==> config.mk <==
export PLATFORM = sky130hd
export DESIGN_NAME = lcd_row_writer
export DESIGN_NICKNAME = d
export VERILOG_FILES = /design/src/rtl/lcd_row_writer_pkg.sv /design/src/rtl/lcd_row_writer_byte_tx.sv /design/src/rtl/lcd_row_writer.sv
export SDC_FILE = /design/constraint.sdc
export NUM_CORES = 1
export LEC_CHECK = 0
export CAP_MARGIN = 20
export CELL_PAD_IN_SITES_DETAIL_PLACEMENT = 0
export CELL_PAD_IN_SITES_GLOBAL_PLACEMENT = 1
export CORE_ASPECT_RATIO = 0.6
export CORE_MARGIN = 3
export CORE_UTILIZATION = 43
export CTS_CLUSTER_SIZE = 28
export DETAILED_ROUTE_END_ITERATION = 16
export PLACE_DENSITY = 0.85
export SYNTH_ARGS = -nofsm -noshare
export SYNTH_HDL_FRONTEND = slang
export SYNTH_SLANG_ARGS = --single-unit
export TNS_END_PERCENT = 100
==> constraint.sdc <==
create_clock -name clk -period 3.6 [get_ports clk]
set_input_delay 0.9 -clock clk [delete_from_list [all_inputs] [get_ports clk]]
set_output_delay 0.9 -clock clk [all_outputs]
set_load 0.1 [all_outputs]
==> src/rtl/lcd_row_writer_pkg.sv <==
// Shared state encoding, LCD command bytes and helpers for the 16x2 row writer.
package lcd_pkg;

  typedef enum logic [2:0] {PWRUP, INIT, IDLE, LINE1, ROW1, LINE2, ROW2} state_t;
  typedef enum logic [1:0] {P_IDLE, P_SETUP, P_EN, P_WAIT} tx_phase_t;

  localparam logic [7:0] LCD_FUNC_SET = 8'h38;
  localparam logic [7:0] LCD_DISP_ON  = 8'h0C;
  localparam logic [7:0] LCD_ENTRY    = 8'h06;
  localparam logic [7:0] LCD_CLEAR    = 8'h01;
  localparam logic [7:0] LCD_LINE1    = 8'h80;
  localparam logic [7:0] LCD_LINE2    = 8'hC0;

  function automatic int unsigned cnt_width(input int unsigned max_val);
    return 32'($clog2(max_val) + 1);
  endfunction

  function automatic logic [7:0] init_cmd(input logic [1:0] idx);
    case (idx)
      2'd0:    return LCD_FUNC_SET;
      2'd1:    return LCD_DISP_ON;
      2'd2:    return LCD_ENTRY;
      default: return LCD_CLEAR;
    endcase
  endfunction

  // Column 0 lives in bits [127:120].
  function automatic logic [7:0] row_byte(input logic [127:0] row, input logic [3:0] col);
    logic [127:0] shifted;
    shifted = row << {col, 3'b000};
    return shifted[127:120];
  endfunction

endpackage

==> src/rtl/lcd_row_writer_byte_tx.sv <==
// One HD44780 bus write: SETUP cycle, enable pulse, then settle wait; chains
// straight into the next byte when start coincides with the final wait cycle.
module lcd_byte_tx
  import lcd_pkg::*;
#(
  parameter int unsigned T_EN_CYC  = 5,
  parameter int unsigned T_CMD_CYC = 400,
  parameter int unsigned T_CLR_CYC = 16000
) (
  input  logic       clk,
  input  logic       nRst,
  input  logic       start,
  input  logic       tx_rs,
  input  logic [7:0] tx_byte,
  output logic       done,
  output logic       lcd_en,
  output logic       lcd_rs,
  output logic [7:0] lcd_data
);

  localparam int unsigned MAX_CYC = (T_CLR_CYC > T_CMD_CYC)
                                  ? ((T_CLR_CYC > T_EN_CYC) ? T_CLR_CYC : T_EN_CYC)
                                  : ((T_CMD_CYC > T_EN_CYC) ? T_CMD_CYC : T_EN_CYC);
  localparam int unsigned CNT_W = cnt_width(MAX_CYC);

  tx_phase_t        phase;
  logic [CNT_W-1:0] cnt;
  logic [CNT_W-1:0] wait_last;
  logic [CNT_W-1:0] wait_sel_c;
  logic             load_c;

  // Only the clear-display command needs the long settle time.
  assign wait_sel_c = (!tx_rs && tx_byte == LCD_CLEAR) ? CNT_W'(T_CLR_CYC - 1)
                                                       : CNT_W'(T_CMD_CYC - 1);
  assign load_c = start && (phase == P_IDLE || (phase == P_WAIT && cnt == wait_last));

  always_ff @(posedge clk or negedge nRst) begin
    if (!nRst) begin
      phase     <= P_IDLE;
      cnt       <= '0;
      wait_last <= '0;
      done      <= 1'b0;
      lcd_en    <= 1'b0;
      lcd_rs    <= 1'b0;
      lcd_data  <= 8'h00;
    end else begin
      done <= 1'b0;
      if (load_c) begin
        phase     <= P_SETUP;
        cnt       <= '0;
        wait_last <= wait_sel_c;
        lcd_rs    <= tx_rs;
        lcd_data  <= tx_byte;
      end else begin
        case (phase)
          P_SETUP: begin
            phase  <= P_EN;
            lcd_en <= 1'b1;
            cnt    <= '0;
          end
          P_EN: begin
            if (cnt == CNT_W'(T_EN_CYC - 1)) begin
              phase  <= P_WAIT;
              lcd_en <= 1'b0;
              cnt    <= '0;
              done   <= (wait_last == '0);
            end else begin
              cnt <= cnt + CNT_W'(1);
            end
          end
          P_WAIT: begin
            if (cnt != wait_last) begin
              cnt  <= cnt + CNT_W'(1);
              done <= (cnt + CNT_W'(1) == wait_last);
            end else begin
              phase <= P_IDLE;
            end
          end
          default: ;
        endcase
      end
    end
  end

endmodule

==> src/rtl/lcd_row_writer.sv <==
// Drives a 16x2 HD44780 LCD: power-up wait, init commands, then full two-row
// redraws from snapshotted row buffers on refresh requests.
module lcd_row_writer
  import lcd_pkg::*;
#(
  parameter int unsigned T_PWRUP_CYC = 150000,
  parameter int unsigned T_EN_CYC    = 5,
  parameter int unsigned T_CMD_CYC   = 400,
  parameter int unsigned T_CLR_CYC   = 16000
) (
  input  logic         clk,
  input  logic         nRst,
  input  logic [127:0] row1,
  input  logic [127:0] row2,
  input  logic         refresh,
  output logic         busy,
  output logic         lcd_rs,
  output logic         lcd_rw,
  output logic         lcd_en,
  output logic [7:0]   lcd_data
);

  localparam int unsigned PWR_W = cnt_width(T_PWRUP_CYC);

  state_t             state;
  logic [PWR_W-1:0]   pwr_cnt;
  logic [1:0]         init_idx;
  logic [3:0]         col;
  logic               pending;
  logic [127:0]       shadow1;
  logic [127:0]       shadow2;
  logic               done;
  logic               pwr_last_c;
  logic               start_c;
  logic               tx_rs_c;
  logic [7:0]         tx_byte_c;

  assign lcd_rw     = 1'b0;
  assign pwr_last_c = (pwr_cnt == PWR_W'(T_PWRUP_CYC - 1));

  // Next byte to launch; issued on a done so writes run with no gap.
  always_comb begin
    start_c   = 1'b0;
    tx_rs_c   = 1'b0;
    tx_byte_c = LCD_FUNC_SET;
    case (state)
      PWRUP: start_c = pwr_last_c;
      INIT: begin
        start_c   = done && (init_idx != 2'd3);
        tx_byte_c = init_cmd(init_idx + 2'd1);
      end
      IDLE: begin
        start_c   = refresh || pending;
        tx_byte_c = LCD_LINE1;
      end
      LINE1: begin
        start_c   = done;
        tx_rs_c   = 1'b1;
        tx_byte_c = row_byte(shadow1, 4'd0);
      end
      ROW1: begin
        start_c = done;
        if (col == 4'd15) begin
          tx_byte_c = LCD_LINE2;
        end else begin
          tx_rs_c   = 1'b1;
          tx_byte_c = row_byte(shadow1, col + 4'd1);
        end
      end
      LINE2: begin
        start_c   = done;
        tx_rs_c   = 1'b1;
        tx_byte_c = row_byte(shadow2, 4'd0);
      end
      ROW2: begin
        start_c   = done && (col != 4'd15);
        tx_rs_c   = 1'b1;
        tx_byte_c = row_byte(shadow2, col + 4'd1);
      end
      default: ;
    endcase
  end

  always_ff @(posedge clk or negedge nRst) begin
    if (!nRst) begin
      state    <= PWRUP;
      pwr_cnt  <= '0;
      init_idx <= 2'd0;
      col      <= 4'd0;
      pending  <= 1'b0;
      busy     <= 1'b1;
      shadow1  <= '0;
      shadow2  <= '0;
    end else begin
      // A request arriving while busy is remembered once and served afterwards.
      if (state != IDLE && refresh) pending <= 1'b1;
      case (state)
        PWRUP: begin
          if (pwr_last_c) state <= INIT;
          else            pwr_cnt <= pwr_cnt + PWR_W'(1);
        end
        INIT: begin
          if (done) begin
            if (init_idx == 2'd3) begin
              state <= IDLE;
              busy  <= 1'b0;
            end else begin
              init_idx <= init_idx + 2'd1;
            end
          end
        end
        IDLE: begin
          if (refresh || pending) begin
            shadow1 <= row1;
            shadow2 <= row2;
            pending <= 1'b0;
            busy    <= 1'b1;
            state   <= LINE1;
          end
        end
        LINE1: begin
          if (done) begin
            state <= ROW1;
            col   <= 4'd0;
          end
        end
        ROW1: begin
          if (done) begin
            if (col == 4'd15) begin
              state <= LINE2;
              col   <= 4'd0;
            end else begin
              col <= col + 4'd1;
            end
          end
        end
        LINE2: begin
          if (done) begin
            state <= ROW2;
            col   <= 4'd0;
          end
        end
        ROW2: begin
          if (done) begin
            if (col == 4'd15) begin
              state <= IDLE;
              busy  <= 1'b0;
              col   <= 4'd0;
            end else begin
              col <= col + 4'd1;
            end
          end
        end
        default: state <= PWRUP;
      endcase
    end
  end

  lcd_byte_tx #(
    .T_EN_CYC  (T_EN_CYC),
    .T_CMD_CYC (T_CMD_CYC),
    .T_CLR_CYC (T_CLR_CYC)
  ) u_tx (
    .clk      (clk),
    .nRst     (nRst),
    .start    (start_c),
    .tx_rs    (tx_rs_c),
    .tx_byte  (tx_byte_c),
    .done     (done),
    .lcd_en   (lcd_en),
    .lcd_rs   (lcd_rs),
    .lcd_data (lcd_data)
  );

endmodule

### Word level (Yosys, flattened, before mapping)

Cells that the tools add are included.

| storage, ports and cells | value |
|---|---|
| register bits | 329 |
| bits of input ports | 259 |
| output and inout bits | 12 |
| word-level logic and storage cells | 137 |

| cells by class | value |
|---|---|
| $add $sub $neg | 4 |
| eq/ne operators | 38 |
| shift operators | 2 |
| multiplexer cells | 45 |
| bitwise logic cells | 3 |
| reductions and logical operators | 30 |

Operators by type and width:

| kind | count |
|---|---|
| 128-bit by 7-bit left shift with 128-bit output | 2 |
| 8-bit case mux with 6 select lines | 1 |
| 15-bit two-way mux | 3 |
| 15-bit case mux with 3 select lines | 1 |
| 15-bit equality test | 2 |
| 3-bit two-way mux | 10 |
| 3-bit case mux with 7 select lines | 1 |
| 19-bit by 1-bit adder with 19-bit output (second input constant) | 1 |
| 19-bit by 18-bit equality test with 1-bit output (second input constant) | 1 |
| 6-bit case mux with 3 select lines | 1 |
| 2-bit by 1-bit != test with 1-bit output (second input constant) | 8 |
| 15-bit by 1-bit adder with 15-bit output (second input constant) | 1 |
| 15-bit by 3-bit equality test with 1-bit output (second input constant) | 1 |
| 15-bit logical NOT | 1 |
| 15-bit != test | 1 |
| 14-bit two-way mux | 1 |
| 1-bit two-way mux | 13 |
| 4-bit two-way mux | 3 |
| 2-bit != test (second input constant) | 6 |
| 3-bit AND reduction | 4 |
| 10-bit AND reduction | 1 |
| 3-bit equality test (second input constant) | 3 |
| 3-bit by 2-bit != test with 1-bit output (second input constant) | 3 |
| 2-bit equality test (second input constant) | 4 |
| other kinds (29) | 49 |

### Longest topological paths before layout

Gate-level depths: netlist of the first run.

| logic depth | value |
|---|---|
| depth after elaboration | 7 |
| gate-level depth with buffers | 11 |
| depth with buffers taken out | 9 |

### Modules after synthesis

From an unflattened synthesis of the first run, not the netlist that was laid out.

| unflattened totals | value |
|---|---|
| cells, all modules | 1222 |
| area, all modules | 15642.5 µm² |

By module, submodules not included:

| module | instances | cells an instance | area an instance (µm²) | sequential area each (µm²) |
|---|---|---|---|---|
| lcd_row_writer | 1 | 957 | 13450.4 | 7158.1 |
| lcd_byte_tx | 1 | 265 | 2192.1 | 775.7 |

### Worst setup path after synthesis of the first run

OpenSTA, ideal clock, no wires.

| path | value |
|---|---|
| kind | reg-to-reg |
| start | register col[1] |
| end | register u_tx.wait_last[8] |
| setup time | 129 ps |
| arrival time | 2647 ps |
| data required time | 3471 ps |
| path slack | 823 ps |
| cell stages (with the launch flop) | 11 |
| path buffers | 3 |
| clock period less this slack | 2777 ps |
| cells stage by stage | dfrtp_1 > ha_1 > buf_2 > buf_2 > clkbuf_1 > mux4_2 > a32oi_1 > nand3_1 > o22ai_1 > nand2_1 > o41a_1 |

| on the way | value |
|---|---|
| cells in the longest elaborated chain, start to end | 7 |
| elaborated cells between the ends (all ways) | 16 |
| classes of those cells | add/sub: 1; eq/ne: 3; shift: 2; mux: 6; reduce/logical: 4 |

Ends and longest elaborated chain:

| what | line | RTL |
|---|---|---|
| start, declared | lcd_row_writer.sv:28 | `logic [3:0] col;` |
| start signal, assigned | lcd_row_writer.sv:133 | `col <= col + 4'd1;` |
| start signal, assigned | lcd_row_writer.sv:150 | `col <= col + 4'd1;` |
| 4-bit by 1-bit adder with 4-bit output | lcd_row_writer.sv:67, lcd_row_writer.sv:78 |  |
| 128-bit by 7-bit left shift with 128-bit output | lcd_row_writer_pkg.sv:30 | `shifted = row << {col, 3'b000};` |
| 8-bit two-way mux | lcd_row_writer.sv:63 | `if (col == 4'd15) begin` |
| 8-bit case mux with 6 select lines | lcd_row_writer.sv:46 | `case (state)` |
| 8-bit by 1-bit equality test with 1-bit output | lcd_row_writer_byte_tx.sv:33 | `assign wait_sel_c = (!tx_rs && tx_byte == LCD_CLEAR) ? CNT_W'(T_CLR_CYC - 1)` |
| 1-bit logical AND | lcd_row_writer_byte_tx.sv:33 |  |
| 14-bit two-way mux | lcd_row_writer_byte_tx.sv:33 |  |
| end signal, assigned | lcd_row_writer_byte_tx.sv:51 | `wait_last <= wait_sel_c;` |
| end, declared | lcd_row_writer_byte_tx.sv:28 | `logic [CNT_W-1:0] wait_last;` |

Parallel ways exist; a longest one is shown, timed or not.
A chain may end at the register's enable or synchronous reset.

### Worst setup path after layout of the first run

| path | value |
|---|---|
| start | register col[0] |
| end | register u_tx.wait_last[8] |

Same word-level chain as after synthesis.

==> results of run 1 <==
## metal layers
layer | vias to the layer above | GRT usage (%)
met5 | - | 0
met1 | 5593 | 32.8
met4 | 8 | 4.53
met2 | 337 | 34.0
met3 | 59 | 8.00
li1 | 4971 | -
## flip-flops by register name, summed over array words and instances (netlist names)
register / cells
u_tx.done: 1
busy: 1
shadow1: 128
u_tx.lcd_data: 8
pwr_cnt: 19
init_idx: 2
u_tx.lcd_rs: 1
u_tx.lcd_en: 1
state: 3
u_tx.wait_last: 3
u_tx.cnt: 15
col: 4
shadow2: 128
pending: 1
u_tx.phase: 2
## metrics by stage
step / hold WS (ns) / instances / cell area, um^2 / setup slack, ns / power, W
CTS: 0.383 / 1955 / 20000 / 0.470 / 0.00787
detailed placement: 0.467 / 1900 / 18900 / 0.307 / 0.00450
global route: 0.386 / 1956 / 20000 / 0.342 / 0.00809
floorplan: 0.437 / 1206 / 15600 / 0.823 / 0.00402
global placement: 0.458 / 1900 / 18900 / 0.407 / 0.00448
finish: 0.345 / 1956 / 20000 / 0.444 / 0.00778
## worst paths after layout
kind | endpoint | startpoint | slack (ns) | cells after the start
setup reg to reg | u_tx.wait_last[8] | col[0] | 0.44 | 8
hold / removal | shadow2[66] | nRst | 0.35 | 1
min in group clk | pwr_cnt[18] | pwr_cnt[18] | 0.47 | 1
setup / recovery | u_tx.wait_last[8] | col[0] | 0.44 | 8
hold reg to reg | pwr_cnt[18] | pwr_cnt[18] | 0.47 | 1
max in group asynchronous | busy | nRst | 2.38 | 2
## power by group
group | total (W) | leakage (nW) | internal (W) | switching (W)
logic | 0.000625 | 3.75 | 0.000414 | 0.000211
registers | 0.00380 | 4.12 | 0.00371 | 0.0000889
clock network | 0.00335 | 0.515 | 0.00199 | 0.00136
## cell families (layout without fill, tap and decap cells)
family	after synthesis	after routing	share of synthesized area (%)
AO/OA/AOI/OAI	140	140	6.11
XOR/XNOR	32	32	1.79
adder cells (fa/ha/maj)	12	12	0.962
buffers and inverters	108	390	3.08
flip-flops	317	317	50.8
multiplexers	346	346	29.1
other	1	2	0.0240
AND/OR/NAND/NOR	250	250	8.08
## cells in the final DEF, fill, tap and decap left out, drive strengths merged, types with 3 or more instances in the layout
cell type	n
o31ai	4
mux2	259
a21o	4
mux4	61
a21oi	31
inv	26
clkdlybuf4s50	257
buf	51
nand2b	9
a2111oi	5
nand2	78
mux2i	26
nand3	40
bufinv	3
nor4	5
xnor2	23
nor2	35
o21ai	32
nor3	17
clkinv	3
nand3b	5
and3	13
a22o	5
nand4b	3
xor2	9
and2	4
o22ai	19
nand4	16
o211ai	3
dfrtp	316
a22oi	7
a31oi	3
clkbuf	50
ha	12
or3	7
nor2b	9
## final cells by class
cell class	count	area, um^2	share of cell area (%)
sequential	317	7940	39.8
multi-input combinational	781	7240	36.3
timing repair buffer	308	3050	15.3
clock buffer	50	947	4.74
tap	467	584	2.93
inverter	27	101	0.508
clock inverter	5	100	0.501
antenna	1	2.50	0.0125
## cell usage after synthesis (all sizes together), types with 7 or more instances
library cell | count | area share (%)
nand2b | 9 | 0.36
dfrtp | 316 | 51
o22ai | 19 | 0.80
and3 | 13 | 0.52
nor2b | 9 | 0.36
clkbuf | 44 | 1.1
nand4 | 16 | 0.68
nor2 | 35 | 0.84
mux2 | 259 | 19
nand3 | 40 | 1.3
nand2 | 78 | 1.9
mux4 | 61 | 8.8
buf | 37 | 1.4
nor3 | 17 | 0.54
a21oi | 31 | 0.99
ha | 12 | 0.96
mux2i | 26 | 1.7
xnor2 | 23 | 1.3
or3 | 7 | 0.28
a22oi | 7 | 0.34
xor2 | 9 | 0.50
inv | 26 | 0.62
o21ai | 32 | 1.0
==> reports/results.ini, run 1 <==
[worst_setup_path]
path_class = reg -> reg
slowest_stage = ha_4
critPathMaxFanout = 24
worst-path-buf-inv = 1
cp.arrival_ns = 3.60
end_kind = register
cp_top_family = compound AO/OA/AOI/OAI gates
start_kind = register
cpPeakStageDelay_ns = 0.58
crit_chain = ha_4 > buf_4 > mux4_2 > a22oi_1 > and3_1 > a32o_1 > o21bai_1 > o41a_1
critPathRequiredTime_ns = 4.04

[detailed_routing]
route.met3.wl_um = 3830
drt-pass1-iter-count = 5
wl_met2_um = 19500
viasPerCell = 5.61
routed_wl_um = 44400
drc = 0
drtIter0Drc = 990
ant_nets = 0
routedWlPerCell_um = 22.7
highest_layer = met5
met1_length_um = 20300
dr_total_vias = 11000

[cts]
htree_levels = 1
cts_tree = yes
clk_pin_slew_ns = 0.06
clockBufferDepth = 3
clock_sinks = 317
postCtsSetupBuffers = 0
worst_skew_pair.late_latency_ns = 0.57
hold_buffers = 0
clockRootBuffer = clkbuf_16
post_cts_resized = 0
cts_buffers = 30

[timing]
setup_viol = 0
fmax_mhz = 317
fin_crit_ns = 3.16
period_share_pct = 87.7
maxSlewViolCount = 0
tightestPinTransition_ns = 0.994
relSlewSlack_pct = 33.7
hold_viol_final = 0
skew_ns = 0.0160
rsz0062_at_grt = no
final.setup.tns_ns = 0

[worst_hold_path]
hp-class = in -> async

[synth]
yosysWarnings = 0
synth_edf_count = 0
syn_avg_cell_area_um2 = 12.9
yosysSeqAreaShare_pct = 50.8
async_reset_ff_share_pct = 100
synth_nets = 1477
synth.cell_area_um2 = 15600
syn_inst = 1206
synthFlopType = dfrtp_1
ys_ff_latch = 317
ys_types = 72

[outcome]
status = finished, final reports clean

[die]
die_h_um = 154
die-area_um2 = 38700
initial_core_util_pct = 44.1
ioPinCount = 271
rows = 53
die_w_um = 252
core_area_um2 = 35400

[layout]
final_util_pct = 56.4
fill_cells = 2918
drive_above_1_share_pct = 29.3
nNetsFinal = 1736
area_delta_synth_final_pct = 27.9

[place]
io_buffers = 269
gp_congestion = 0.907
dp_hpwl_um = 33100

[pwr]
ir_worst_vdd_uv = 330
power_leakage_nw = 8.39
powerDensity_nw_per_um2 = 389

[global_routing]
antenna_found_initial = 5
grt_remaining_overflow = 0
grt_pass1_vias = 11400
grtUsageTotal_pct = 22.9
grt_max_degree = 153
grt_pass1_wl_um = 68300

[run]
maxCapViolCount = 0

No activity file was read; power rests on OpenSTA's default activity.
==> run 2: changes to the inputs <==
--- a/config.mk
+++ b/config.mk
@@ -5,6 +5,7 @@
 export SDC_FILE = /design/constraint.sdc
 export NUM_CORES = 1
 export LEC_CHECK = 0
+export ABC_CLOCK_PERIOD_IN_PS = 3600
 export CAP_MARGIN = 20
 export CELL_PAD_IN_SITES_DETAIL_PLACEMENT = 0
 export CELL_PAD_IN_SITES_GLOBAL_PLACEMENT = 1
==> results of run 2 <==
No change in the layout: final DEF, timing and power equal those of run 1.
